$ cat src/rtl/xm_uart_pkg.sv
// Shared definitions for the xm_uart receiver/transmitter pair:
// baud codes, the 16x divisor lookup and the receive FSM encoding.
package xm_uart_pkg;

  localparam logic [2:0] BAUD_9600   = 3'd0;
  localparam logic [2:0] BAUD_19200  = 3'd1;
  localparam logic [2:0] BAUD_38400  = 3'd2;
  localparam logic [2:0] BAUD_57600  = 3'd3;
  localparam logic [2:0] BAUD_115200 = 3'd4;

  typedef enum logic [1:0] {
    IDLE  = 2'd0,
    START = 2'd1,
    DATA  = 2'd2,
    STOP  = 2'd3
  } rx_state_t;

  // Divisor for a 16x tick: count 0..div gives div+1 clocks per tick.
  // Codes 5-7 fall back to 9600 baud.
  function automatic logic [15:0] baud_div(input int unsigned clk_freq,
                                           input logic [2:0] code);
    int unsigned baud;
    case (code)
      BAUD_19200:  baud = 19200;
      BAUD_38400:  baud = 38400;
      BAUD_57600:  baud = 57600;
      BAUD_115200: baud = 115200;
      default:     baud = 9600;
    endcase
    baud_div = 16'(clk_freq / (baud * 16) - 1);
  endfunction

endpackage

$ cat src/rtl/xm_uart_baud_tick.sv
// 16x oversampling tick generator. The baud code is captured when the
// counter is cleared so a frame keeps a constant rate once it has started.
module xm_uart_baud_tick
  import xm_uart_pkg::*;
#(
  parameter int CLK_FREQ = 50_000_000
) (
  input  logic       clk,
  input  logic       rst,
  input  logic       i_clear,
  input  logic [2:0] i_code,
  output logic       o_tick
);

  logic [2:0]  r_code;
  logic [15:0] r_cnt;
  logic [15:0] w_div;

  assign w_div  = baud_div(CLK_FREQ, r_code);
  assign o_tick = (r_cnt == w_div) && !i_clear;

  // Free-running divisor counter, restarted and re-latched on clear.
  always_ff @(posedge clk or posedge rst) begin
    if (rst) begin
      r_cnt  <= '0;
      r_code <= BAUD_9600;
    end else if (i_clear) begin
      r_cnt  <= '0;
      r_code <= i_code;
    end else if (r_cnt == w_div) begin
      r_cnt <= '0;
    end else begin
      r_cnt <= r_cnt + 16'd1;
    end
  end

endmodule

$ cat src/rtl/xm_uart_rx.sv
// 8N1 UART receiver: 2-FF synchroniser, falling-edge start detection,
// 16x oversampling with a 2-of-3 vote around mid-bit, and a one-clock
// rx_done strobe carrying the byte and the stop-bit error flag.
module xm_uart_rx
  import xm_uart_pkg::*;
#(
  parameter int CLK_FREQ = 50_000_000,
  parameter int OVS      = 16
) (
  input  logic       clk,
  input  logic       rst,
  input  logic [2:0] baud_set,
  input  logic       rs232_rx,
  output logic [7:0] data_byte,
  output logic       rx_done,
  output logic       frame_err,
  output logic       uart_state
);

  localparam logic [3:0] LAST_SAMPLE = 4'(OVS - 1);

  logic       r_sync1, r_sync2, r_prev;
  logic       w_fall, w_start, w_tick;
  rx_state_t  r_state, w_next;
  logic [3:0] r_sampleCnt;
  logic       r_samp7, r_samp8;
  logic       r_vote, r_voteValid;
  logic [2:0] r_bitCnt;
  logic [7:0] r_shift;
  logic [7:0] r_dataByte;
  logic       r_rxDone, r_frameErr;

  assign w_fall  = r_prev & ~r_sync2;
  assign w_start = (r_state == IDLE) && w_fall;

  xm_uart_baud_tick #(.CLK_FREQ(CLK_FREQ)) u_tick (
    .clk    (clk),
    .rst    (rst),
    .i_clear(w_start),
    .i_code (baud_set),
    .o_tick (w_tick)
  );

  // Bring the asynchronous line into the clock domain and keep one
  // extra copy so a 1->0 transition can be seen.
  always_ff @(posedge clk or posedge rst) begin
    if (rst) begin
      r_sync1 <= 1'b1;
      r_sync2 <= 1'b1;
      r_prev  <= 1'b1;
    end else begin
      r_sync1 <= rs232_rx;
      r_sync2 <= r_sync1;
      r_prev  <= r_sync2;
    end
  end

  // Count ticks within a bit, capture samples 7 and 8, and vote on 9;
  // the vote result is handed to the FSM one clock later.
  always_ff @(posedge clk or posedge rst) begin
    if (rst) begin
      r_sampleCnt <= '0;
      r_samp7     <= 1'b1;
      r_samp8     <= 1'b1;
      r_vote      <= 1'b1;
      r_voteValid <= 1'b0;
    end else begin
      r_voteValid <= 1'b0;
      if (w_start) begin
        r_sampleCnt <= '0;
      end else if (r_state != IDLE && w_tick) begin
        r_sampleCnt <= (r_sampleCnt == LAST_SAMPLE) ? 4'd0 : r_sampleCnt + 4'd1;
        case (r_sampleCnt)
          4'd7: r_samp7 <= r_sync2;
          4'd8: r_samp8 <= r_sync2;
          4'd9: begin
            r_vote      <= (r_samp7 & r_samp8) | (r_samp7 & r_sync2) | (r_samp8 & r_sync2);
            r_voteValid <= 1'b1;
          end
          default: ;
        endcase
      end
    end
  end

  // Frame state register.
  always_ff @(posedge clk or posedge rst) begin
    if (rst) r_state <= IDLE;
    else     r_state <= w_next;
  end

  // Next-state logic: advance only on a fresh bit vote; a high start
  // vote is treated as a glitch and drops back to IDLE.
  always_comb begin
    w_next = r_state;
    case (r_state)
      IDLE:  if (w_fall) w_next = START;
      START: if (r_voteValid) w_next = r_vote ? IDLE : DATA;
      DATA:  if (r_voteValid && r_bitCnt == 3'd7) w_next = STOP;
      STOP:  if (r_voteValid) w_next = IDLE;
      default: w_next = IDLE;
    endcase
  end

  // Assemble the byte LSB first and publish it with the stop-bit status.
  always_ff @(posedge clk or posedge rst) begin
    if (rst) begin
      r_bitCnt   <= '0;
      r_shift    <= '0;
      r_dataByte <= '0;
      r_frameErr <= 1'b0;
      r_rxDone   <= 1'b0;
    end else begin
      r_rxDone <= 1'b0;
      case (r_state)
        START: if (r_voteValid) r_bitCnt <= '0;
        DATA: if (r_voteValid) begin
          r_shift[r_bitCnt] <= r_vote;
          r_bitCnt          <= r_bitCnt + 3'd1;
        end
        STOP: if (r_voteValid) begin
          r_dataByte <= r_shift;
          r_frameErr <= ~r_vote;
          r_rxDone   <= 1'b1;
        end
        default: ;
      endcase
    end
  end

  assign data_byte  = r_dataByte;
  assign rx_done    = r_rxDone;
  assign frame_err  = r_frameErr;
  assign uart_state = (r_state != IDLE);

endmodule

$ cat config.mk
export PLATFORM = sky130hd
export DESIGN_NAME = xm_uart_rx
export DESIGN_NICKNAME = d
export VERILOG_FILES = /design/src/rtl/xm_uart_pkg.sv /design/src/rtl/xm_uart_baud_tick.sv /design/src/rtl/xm_uart_rx.sv
export SDC_FILE = /design/constraint.sdc
export NUM_CORES = 1
export LEC_CHECK = 0
export ABC_AREA = 1
export CORE_UTILIZATION = 55
export DETAILED_ROUTE_END_ITERATION = 8
export GPL_TIMING_DRIVEN = 0
export HOLD_SLACK_MARGIN = 0.03
export PLACE_DENSITY_LB_ADDON = 0.1
export SKIP_LAST_GASP = 1
export SYNTH_ARGS = -nofsm -noshare
export SYNTH_HDL_FRONTEND = slang
export SYNTH_HIERARCHICAL = 1
export SYNTH_SLANG_ARGS = --single-unit
$ cat constraint.sdc
create_clock -name clk -period 29.5 [get_ports clk]
set_input_delay 2.95 -clock clk [delete_from_list [all_inputs] [get_ports clk]]
set_output_delay 2.95 -clock clk [all_outputs]
set_load 0.02 [all_outputs]
# == Word-level counts from Yosys, hierarchy flattened ==
# Index checks and enable logic that the tools add are counted.
# W data, S select, Z words.
# word_totals
ff_bits,53
input_bits,6
word_cells,90
# op_classes
n_addsub,4
n_div,1
n_lt_le_gt_ge,2
n_eq_ne,18
mux,23
n_bitwise,9
reduce_logical,17
# ops
op,n
$pmux W17 S4,1
$div A26 B32 Y32 const A,1
$mux W16,2
$add A16 B1 Y16 const B,1
$eq A16 B16 Y1,1
$sub A16 B1 Y16 const B,1
$eq A4 B4 Y1 const B,3
$mux W4,3
$reduce_and A3 Y1,4
$mux W2,5
$ne A2 B2 Y1 const B,5
$bwmux W8,1
$pmux W2 S4,1
$eq A3 B2 Y1 const B,2
$eq A3 B3 Y1 const B,2
$mux W1,6
$mux W3,2
$pmux W3 S2,1
$reduce_bool A2 Y1,3
$logic_and A1 B1 Y1,5
$add A4 B1 Y4 const B,1
$and A1 B1 Y1,4
$eq A2 B2 Y1 const B,2
$eq A4 B3 Y1 const B,1
12 further kinds,16

# == Longest topological paths before layout ==
# Gate-level depths: netlist (run 1).
# depth
word_depth,9
depth_mapped,175

# == By module ==
# The synthesis (run 1) kept the hierarchy.
# modules_own_cells
mod,n_inst,cells_each,area_per_inst_um2
xm_uart_baud_tick,1,1258,7442.1
xm_uart_rx,1,181,1569.0

# == Worst setup path after synthesis (run 1) ==
# No wires, ideal clock.
# synth_timing
kind,register to register
from,register u_tick.r_code[2]
to,register r_vote
setup_time_ns,0.068
arrival_ns,21.637
path_slack_ns,7.795
stages_incl_launch_ff,161
path_buffers,12
synth_period_minus_slack_ns,21.705
path_cell_list,dfrtp_1 > inv_1 > nand3_1 > nand2_2 > buf_2 > nor2_1 > inv_1 > ha_1 > nand4_1 > nand2_2 > inv_2 > a21oi_1 > o21ai_1 > inv_2 > ha_1 > inv_1 > o21bai_1 > nand3_1 > (+125 left out) > nor2_1 > nor2_1 > ha_1 > nand2_1 > nand2_1 > nor3_1 > nand4_1 > a2111oi_0 > nand2_1 > nor2_1 > nand3_1 > nor2_1 > nand4_1 > nor2_1 > nand2_4 > nor2_4 > nor2_1 > a21oi_2
# synth_via
elab_chain_len,8
# synth_rtl
item,line_no,rtl
start: declaration,xm_uart_baud_tick.sv:15,logic [2:0] r_code;
start signal: assignment,xm_uart_baud_tick.sv:29,r_code <= i_code;
$eq A3 B3 Y1 (tied with other cells),xm_uart_pkg.sv:23,case (code)
$pmux W17 S4 (*),xm_uart_pkg.sv:23,
$div A26 B32 Y32 (*),xm_uart_pkg.sv:30,baud_div = 16'(clk_freq / (baud * 16) - 1);
$sub A16 B1 Y16 (*),xm_uart_pkg.sv:30,
$eq A16 B16 Y1 (*),xm_uart_baud_tick.sv:20,assign o_tick = (r_cnt == w_div) && !i_clear;
$logic_and A1 B1 Y1 (*),xm_uart_baud_tick.sv:20,
via w_tick,xm_uart_rx.sv:23,"logic w_fall, w_start, w_tick;"
$logic_and A1 B1 Y1 (*),xm_uart_rx.sv:71,end else if (r_state != IDLE && w_tick) begin
$reduce_and A3 Y1 (no source line) (*),--,
end signal: assignment,xm_uart_rx.sv:77,r_vote <= (r_samp7 & r_samp8) | (r_samp7 & r_sync2) | (r_samp8 & r_sync2);
end: declaration,xm_uart_rx.sv:27,"logic r_vote, r_voteValid;"
# Mark *: on every way through the listed nets, which the timed path passes. The rest lies on a longest branch.
# A chain may end at the register's enable or synchronous reset.

# == Worst setup path after layout (run 1) ==
# layout_timing
from,register u_tick.r_code[2]
to,register r_sampleCnt[3]
# layout_via
elab_chain_len,8
# layout_rtl
item,line_no,rtl
$eq A3 B3 Y1 (tied with other cells),xm_uart_pkg.sv:23,
$pmux W17 S4 (*),xm_uart_pkg.sv:23,
$div A26 B32 Y32 (*),xm_uart_pkg.sv:30,
$sub A16 B1 Y16 (*),xm_uart_pkg.sv:30,
$eq A16 B16 Y1 (*),xm_uart_baud_tick.sv:20,
$logic_and A1 B1 Y1 (*),xm_uart_baud_tick.sv:20,
via w_tick,xm_uart_rx.sv:23,
$logic_and A1 B1 Y1 (*),xm_uart_rx.sv:71,
$reduce_bool A2 Y1 (no source line) (*),--,
end signal: assignment,xm_uart_rx.sv:72,r_sampleCnt <= (r_sampleCnt == LAST_SAMPLE) ? 4'd0 : r_sampleCnt + 4'd1;
end: declaration,xm_uart_rx.sv:25,logic [3:0] r_sampleCnt;
# Marks and branches as above.

==> metrics.txt, run 1 <==
status complete, no violations; GRT Util Overall 28.9%; global-route wire length before repair 39400 microns; R2R Path End r_sampleCnt[3]$_DFFE_PP0P_; Seq cells post-synth 53; CP startpoint u_tick/r_code[2]$_DFFE_PP0P_; die area 16900 sq um; DR iter-0 viols 553; Fin. Hold Viols 0; Final Critical Period 26800 ps; XOR/XNOR Fraction of Synth Area 6.03%; relative slew slack 33.1%; Initial Util 56.5%; PortBufs 16; CTS H-tree lvls 2; Seq/Total Area, Yosys 14.8%; R2R setup slack 2700 ps; Critical Path RT 29730 ps; CP endpoint kind flop; Syn. warnings 6; Mapped Cells 1439; grt ovf 0; clock skew 6.71 ps; count of cell types in the netlist 58; CP endpoint r_sampleCnt[3]$_DFFE_PP0P_; critical path's most frequent cell nand2_1; CTS Sinks 53; Synth Area in Adders 13.9%; largest family of logic cells by synthesized area simple AND/OR/NAND/NOR gates; area share of the largest cell type after synthesis 15.6%; min-delay worst type reg2reg; Peak Freq 37.3 MHz; clock transition at the registers of the reported paths 70 ps; Post-route DRC 0; unrepaired setup endpoints after global routing no; Post-CTS Setup Inserts 0; io pins 17; nature of the critical path startpoint flop; number of fill cells 1602; Layout area overhead 7.22%; core area 15900 sq um; critical path's slowest cell nand3_1; dpl hpwl 18700 microns; Post-synth top cells nand2_1 (374), inv_1 (181), nand3_1 (106); final net count 1573; CP peak stage delay 730 ps; row count 46; critical path type reg2reg; clock buffer depth 2; Vias 9206; DR WL/cell 14.0 microns; vias per cell 5.47; DRT antenna net count 0; Die Span Y 130 microns; number of global-route vias before repair 8289; Post-synth top flop dfrtp_1; leading area contributor after synthesis nand2_1; CTS Hold Bufs 0; final setup vio count 0; mux cell area share after synthesis 0%; clock root cell clkbuf_16; WP data arrival 27020 ps; Post-synth EDFFs 0; total CTS buffers 5; cell with the most instances after synthesis nand2_1; die width 130 microns; # diodes 0; drt first pass iters 6; Worst Tran Pin Value 1000 ps; Avg Inst Size Synth 6.26 sq um; Mapped Area 9010 sq um; initial antenna violation count 0; CTS tree done; Synth Area in Compound Gates 15.2%; post_cts resized 0; layout cell share with drive strength beyond 1 10.4%; setup TNS 0 ps; largest net degree at the start of global routing 35; DRT Wirelength 23600 microns; placer congestion estimate 0.900; crit share post-route 90.8%; worst r2r path cells 164; ys async rst share 100%; Synth area leaders nand2_1 (16%), ha_1 (14%), dfrtp_1 (13%); Max Cap Violations 0; Slew Limit Fails 0; Reg2Reg Launch Point u_tick/r_code[2]$_DFFE_PP0P_; Worst-Skew Late Latency 290 ps; simple-gate share of the synthesized area 39.8%; CP Max Fanout 15
area by class of cell:
type                            instances  area, sq um  area share, %
Clock buffer                            5          125           1.30
Multi-Input combinational cell       1162         6780           70.2
Tap cell                              216          270           2.80
Clock inverter                          3         47.5          0.492
Sequential cell                        53         1330           13.8
Buffer                                 26          151           1.57
Inverter                              202          766           7.93
Timing Repair Buffer                   17          188           1.94
routing by layer:
layer  wire [microns]  track usage [%]  up-vias
met5                0                0        -
met4              488             6.91        0
met3             1160             3.12       30
met2            10300             47.1      196
met1            11600             40.8     4163
li1                 -                -     4817
critical path: cells and delay by family (launching register included):
family                     cells  cell delay (ps)
AOI/OAI and AO/OA             35             6430
adders and majority gates     16             5200
buffers and inverters         33             4690
DFF                            1              390
and+or+nand+nor               80             9900
registers in the layout (all words and copies together), names as in the netlist, named ones only:
register,flops
r_bitCnt,3
r_prev,1
r_voteValid,1
r_sync2,1
r_vote,1
frame_err,1
u_tick/r_code,3
r_sync1,1
rx_done,1
r_shift,8
r_sampleCnt,4
r_samp7,1
u_tick/r_cnt,16
r_state,1
r_samp8,1
data_byte,8
cells in the final DEF, fill, tap and decap left out, drive strengths merged:
master / n
nand2: 426
inv: 202
nor2: 119
nand3: 118
o21ai: 108
ha: 100
a21oi: 94
dfrtp: 47
nand4: 45
xor2: 35
xnor2: 27
nor3: 20
buf: 18
clkdlybuf4s50: 16
clkbuf: 14
or2: 11
o21a: 8
dfstp: 6
o21bai: 5
a31oi: 5
conb: 5
a21o: 4
o31ai: 4
nor4: 4
nand3b: 4
a211oi: 3
and2: 3
o211ai: 3
clkinv: 2
o22ai: 2
a21boi: 2
bufinv: 1
a21bo: 1
a311oi: 1
a211o: 1
a22oi: 1
nor3b: 1
o2111ai: 1
a2111oi: 1
cell families after synthesis:
group,Yosys count
buf+inv,228
flops,53
compound gates,244
other cells,1
simple gates,751
fa+ha+maj,100
xor+xnor,62
worst min-delay path by stage:
stage / start / endpoint / slack (ps) / cells after the start
6_report: r_sync1$_DFF_PP1_ / r_sync2$_DFF_PP1_ / 360 / 0
3_5_place_dp: r_sync1$_DFF_PP1_ / r_sync2$_DFF_PP1_ / 350 / 0
4_1_cts: r_sync1$_DFF_PP1_ / r_sync2$_DFF_PP1_ / 360 / 0
5_1_grt: r_sync1$_DFF_PP1_ / r_sync2$_DFF_PP1_ / 370 / 0
2_1_floorplan: r_sync1$_DFF_PP1_ / r_sync2$_DFF_PP1_ / 350 / 0
3_3_place_gp: r_sync1$_DFF_PP1_ / r_sync2$_DFF_PP1_ / 350 / 0
stage by stage:
stage	utilization [%]	area (sq um)	worst slack, ps	std cells	hold WS (ps)
after floorplan	-	9030	7790	1443	345
after global placement	59.3	9460	2010	1675	348
after detailed placement	59.5	9490	2510	1676	351
after CTS	60.6	9660	2410	1684	361
after global routing	60.6	9660	53.0	1684	365
final	60.6	9660	2700	1684	359
Power of run 1 is left out: the tool's default activity adds up to more than one toggle a clock period on the data nets, which glitch-free logic cannot reach.
==> run 2: changes to the inputs <==
Settings changed: GPL_TIMING_DRIVEN 0 to not set.
==> metrics.txt, run 2 (synthesis gave the netlist of run 1 again) <==
CTS Sinks 53; Post-route DRC 0; number of fill cells 1576; Slew Limit Fails 0; clock buffer depth 2; final setup vio count 0; final net count 1554; placer congestion estimate 0.932; Max Cap Violations 0; layout cell share with drive strength beyond 1 9.73%; relative slew slack 39.3%; initial antenna violation count 1; vias per cell 5.60; critical path type reg2reg; CP peak stage delay 520 ps; critical path's slowest cell inv_1; Die Span Y 130 microns; worst r2r path cells 155; GRT Util Overall 30.2%; die area 16900 sq um; highest metal used met5; R2R Path End r_sampleCnt[3]$_DFFE_PP0P_; PortBufs 16; commonest non-fill, non-tap cells in the layout nand2_1 (374), inv_1 (181), nand3_1 (106); Initial Util 56.5%; WP data arrival 25090 ps; Reg2Reg Launch Point u_tick/r_code[0]$_DFFE_PP0P_; Worst Hold Depth 0; CP Max Fanout 27; core area 15900 sq um; Worst Tran Pin Value 908 ps; R2R setup slack 4640 ps; Layout area overhead 6.11%; die width 130 microns; Largest Register u_tick/r_cnt; DR iter-0 viols 648; CTS H-tree lvls 2; CTS tree done; Vias 9332; Post-CTS Setup Inserts 0; Final Critical Period 24860 ps; WL met3 1400 microns; DRT Wirelength 24600 microns; crit share post-route 84.3%; clock root cell clkbuf_16; CP endpoint kind flop; row count 46; grt ovf 0; number of global-route vias before repair 8559; critical path's most frequent cell nand2_1; commonest non-fill, non-tap cell in the layout nand2_1; setup TNS 0 ps; status complete, no violations; io pins 17; Worst-Skew Late Latency 290 ps; Peak Freq 40.2 MHz; Critical Path RT 29730 ps; dpl hpwl 19100 microns; nature of the critical path startpoint flop; # diodes 0; total CTS buffers 5; min-delay worst type reg2reg; drt first pass iters 5; clock transition at the registers of the reported paths 70 ps; global-route wire length before repair 40800 microns; M1 WL 11900 microns; unrepaired setup endpoints after global routing no; largest net degree at the start of global routing 35; DR WL/cell 14.8 microns; clock skew 3.37 ps; fin cells 1665; met2 routed WL 10800 microns; DRT antenna net count 0; Fin. Hold Viols 0; Hold Crit Start r_sync1$_DFF_PP1_; CTS Hold Bufs 0; Largest register FFs 16; hold endpoint r_sync2$_DFF_PP1_; post_cts resized 0; Placed Cells incl. Taps 1657
==> run 2: cell types whose count changed in the layout (fill, tap and decap cells not counted), sizes merged <==
cell    previous run  this run
clkbuf            14         5
inv              202       201
bufinv             1         2
buf               18         8
==> run 2: worst max-delay path by stage <==
stage	startpoint	to	slack, ps
after floorplan	u_tick/r_code[2]$_DFFE_PP0P_	r_vote$_DFFE_PP1P_	7790
after global placement	u_tick/r_code[2]$_DFFE_PP0P_	r_vote$_DFFE_PP1P_	5520
after detailed placement	u_tick/r_code[0]$_DFFE_PP0P_	r_sampleCnt[3]$_DFFE_PP0P_	4970
after CTS	u_tick/r_code[0]$_DFFE_PP0P_	r_sampleCnt[3]$_DFFE_PP0P_	4920
after global routing	u_tick/r_code[2]$_DFFE_PP0P_	r_sampleCnt[0]$_DFFE_PP0P_	2020
final	u_tick/r_code[0]$_DFFE_PP0P_	r_sampleCnt[3]$_DFFE_PP0P_	4640
==> run 2: critical path, delay by kind of cell (launching register included) <==
family	cells	cell delay, ps
buf+inv	27	3910
fa+ha+maj	15	4810
compound gates	34	6100
flops	1	410
simple gates	79	9480
==> run 2: routing by layer <==
| layer | vias up | GRT usage (%) |
|---|---|---|
| li1 | 4752 | - |
| met1 | 4298 | 42.1 |
| met2 | 243 | 49.4 |
| met3 | 37 | 3.77 |
| met4 | 2 | 7.32 |
| met5 | - | 0 |
==> run 2: area by class of cell <==
class,instances,area (sq um),share of cell area (%)
tap,216,270,2.83
timing repair buffer,24,220,2.30
multi-input combinational,1162,6780,70.9
clock inverter,3,68.8,0.720
inverter,202,766,8.01
sequential,53,1330,13.9
clock buffer,5,125,1.31
==> run 2: stage by stage <==
stage,utilization (%),setup WS (ps),area (sq um),hold WS [ps]
after floorplan,-,7790,9030,345
after global placement,58.8,5520,9370,355
after detailed placement,58.8,4970,9370,348
after CTS,60.0,4920,9560,359
after global routing,60.0,2020,9560,365
final,60.0,4640,9560,360
Power of run 2 is left out for the same reason.
==> run 3: changes to the inputs <==
Clock period 29.5 ns to 23.6 ns, I/O delays scaled along.
==> metrics.txt, run 3 (synthesis gave the netlist of run 1 again) <==
status complete, no violations; global-route wire length before repair 41600 microns; WP data arrival 22080 ps; Largest Register u_tick/r_cnt; commonest non-fill, non-tap cell in the layout nand2_1; number of global-route vias before repair 8572; io pins 17; dpl hpwl 19700 microns; total CTS buffers 5; CP endpoint kind flop; largest net degree at the start of global routing 35; drt first pass iters 5; critical path's most frequent cell nand2_1; CTS Hold Bufs 0; GRT Util Overall 31.0%; final net count 1594; min-delay worst type reg2reg; CP Max Fanout 14; critical path's slowest cell dfrtp_2; CTS H-tree lvls 2; Bufs and invs on worst path 21; row count 46; PortBufs 16; initial antenna violation count 0; Vias 9419; relative slew slack 44.8%; placer congestion estimate 0.989; DRT Wirelength 25900 microns; clock root cell clkbuf_16; grt ovf 0; Hold WS 366 ps; DR iter-0 viols 773; Die Span Y 130 microns; Slew Limit Fails 0; # diodes 0; CP peak stage delay 450 ps; CTS tree done; DRT antenna net count 0; final setup vio count 0; CTS Sinks 53; Fin. Hold Viols 0; Worst-Skew Late Latency 290 ps; Layout area overhead 11.4%; Initial Util 56.5%; Final Critical Period 21850 ps; die area 16900 sq um; clock buffer depth 2; Post-route DRC 0; vias per cell 5.52; Critical Path RT 23830 ps; clock skew 4.46 ps; crit share post-route 92.6%; Largest register FFs 16; Top delay family on crit path simple AND/OR/NAND/NOR gates; DR WL/cell 15.2 microns; core area 15900 sq um; Worst Tran Pin Value 825 ps; Max Cap Violations 0; Peak Freq 45.8 MHz; layout cell share with drive strength beyond 1 14.7%; die width 130 microns; clock transition at the registers of the reported paths 70 ps; critical path type reg2reg; nature of the critical path startpoint flop; commonest non-fill, non-tap cells in the layout nand2_1 (372), inv_1 (176), nand3_1 (103)
[run 3: final timing paths]
check                                                  start                      endpoint  slack [ps]  depth (start not counted)
worst max-delay path            u_tick/r_code[1]$_DFFE_PP0P_            r_vote$_DFFE_PP1P_        1750                        157
worst min-delay path                       r_sync1$_DFF_PP1_             r_sync2$_DFF_PP1_         370                          0
worst max register to register  u_tick/r_code[1]$_DFFE_PP0P_            r_vote$_DFFE_PP1P_        1750                        157
worst min register to register             r_sync1$_DFF_PP1_             r_sync2$_DFF_PP1_         370                          0
max in group asynchronous                                rst  u_tick/r_code[1]$_DFFE_PP0P_       20530                          2
min in group asynchronous                                rst    r_sampleCnt[0]$_DFFE_PP0P_        2500                          3
[run 3: timing repair]
item	CTS	global route
setup buffers	0	28
hold endpoints to repair	0	0
endpoints found under the setup margin	7	19
pin swaps	0	18
cloned	0	2
resized for setup	4	71
[run 3: routing by layer]
metal / vias to the layer above / routed length, microns / GRT usage [%]
li1: 4834 / - / -
met1: 4238 / 12200 / 43.3
met2: 297 / 11600 / 50.6
met3: 50 / 1590 / 4.02
met4: 0 / 539 / 7.52
met5: - / 0 / 0
[run 3: stage by stage]
step                setup TNS [ps]  worst slack, ps  std cells  instance area [sq um]  util (%)
finish                           0             1750       1705                  10000      62.9
CTS                              0             21.9       1675                   9600      60.2
floorplan                        0             1890       1443                   9030         -
detailed placement            -171            -60.7       1667                   9440      59.2
global route                  -954             -196       1705                  10000      62.9
global placement                 0              432       1667                   9440      59.2
[run 3: layout make-up]
type,count,area [sq um]
inverter,202,781
multi-input combinational,1162,6980
tap,216,270
timing repair inverter,2,12.5
clock buffer,7,143
clock inverter,1,7.51
timing repair buffer,62,509
fill,1612,5910
sequential,53,1340
Power of run 3 is left out for the same reason.
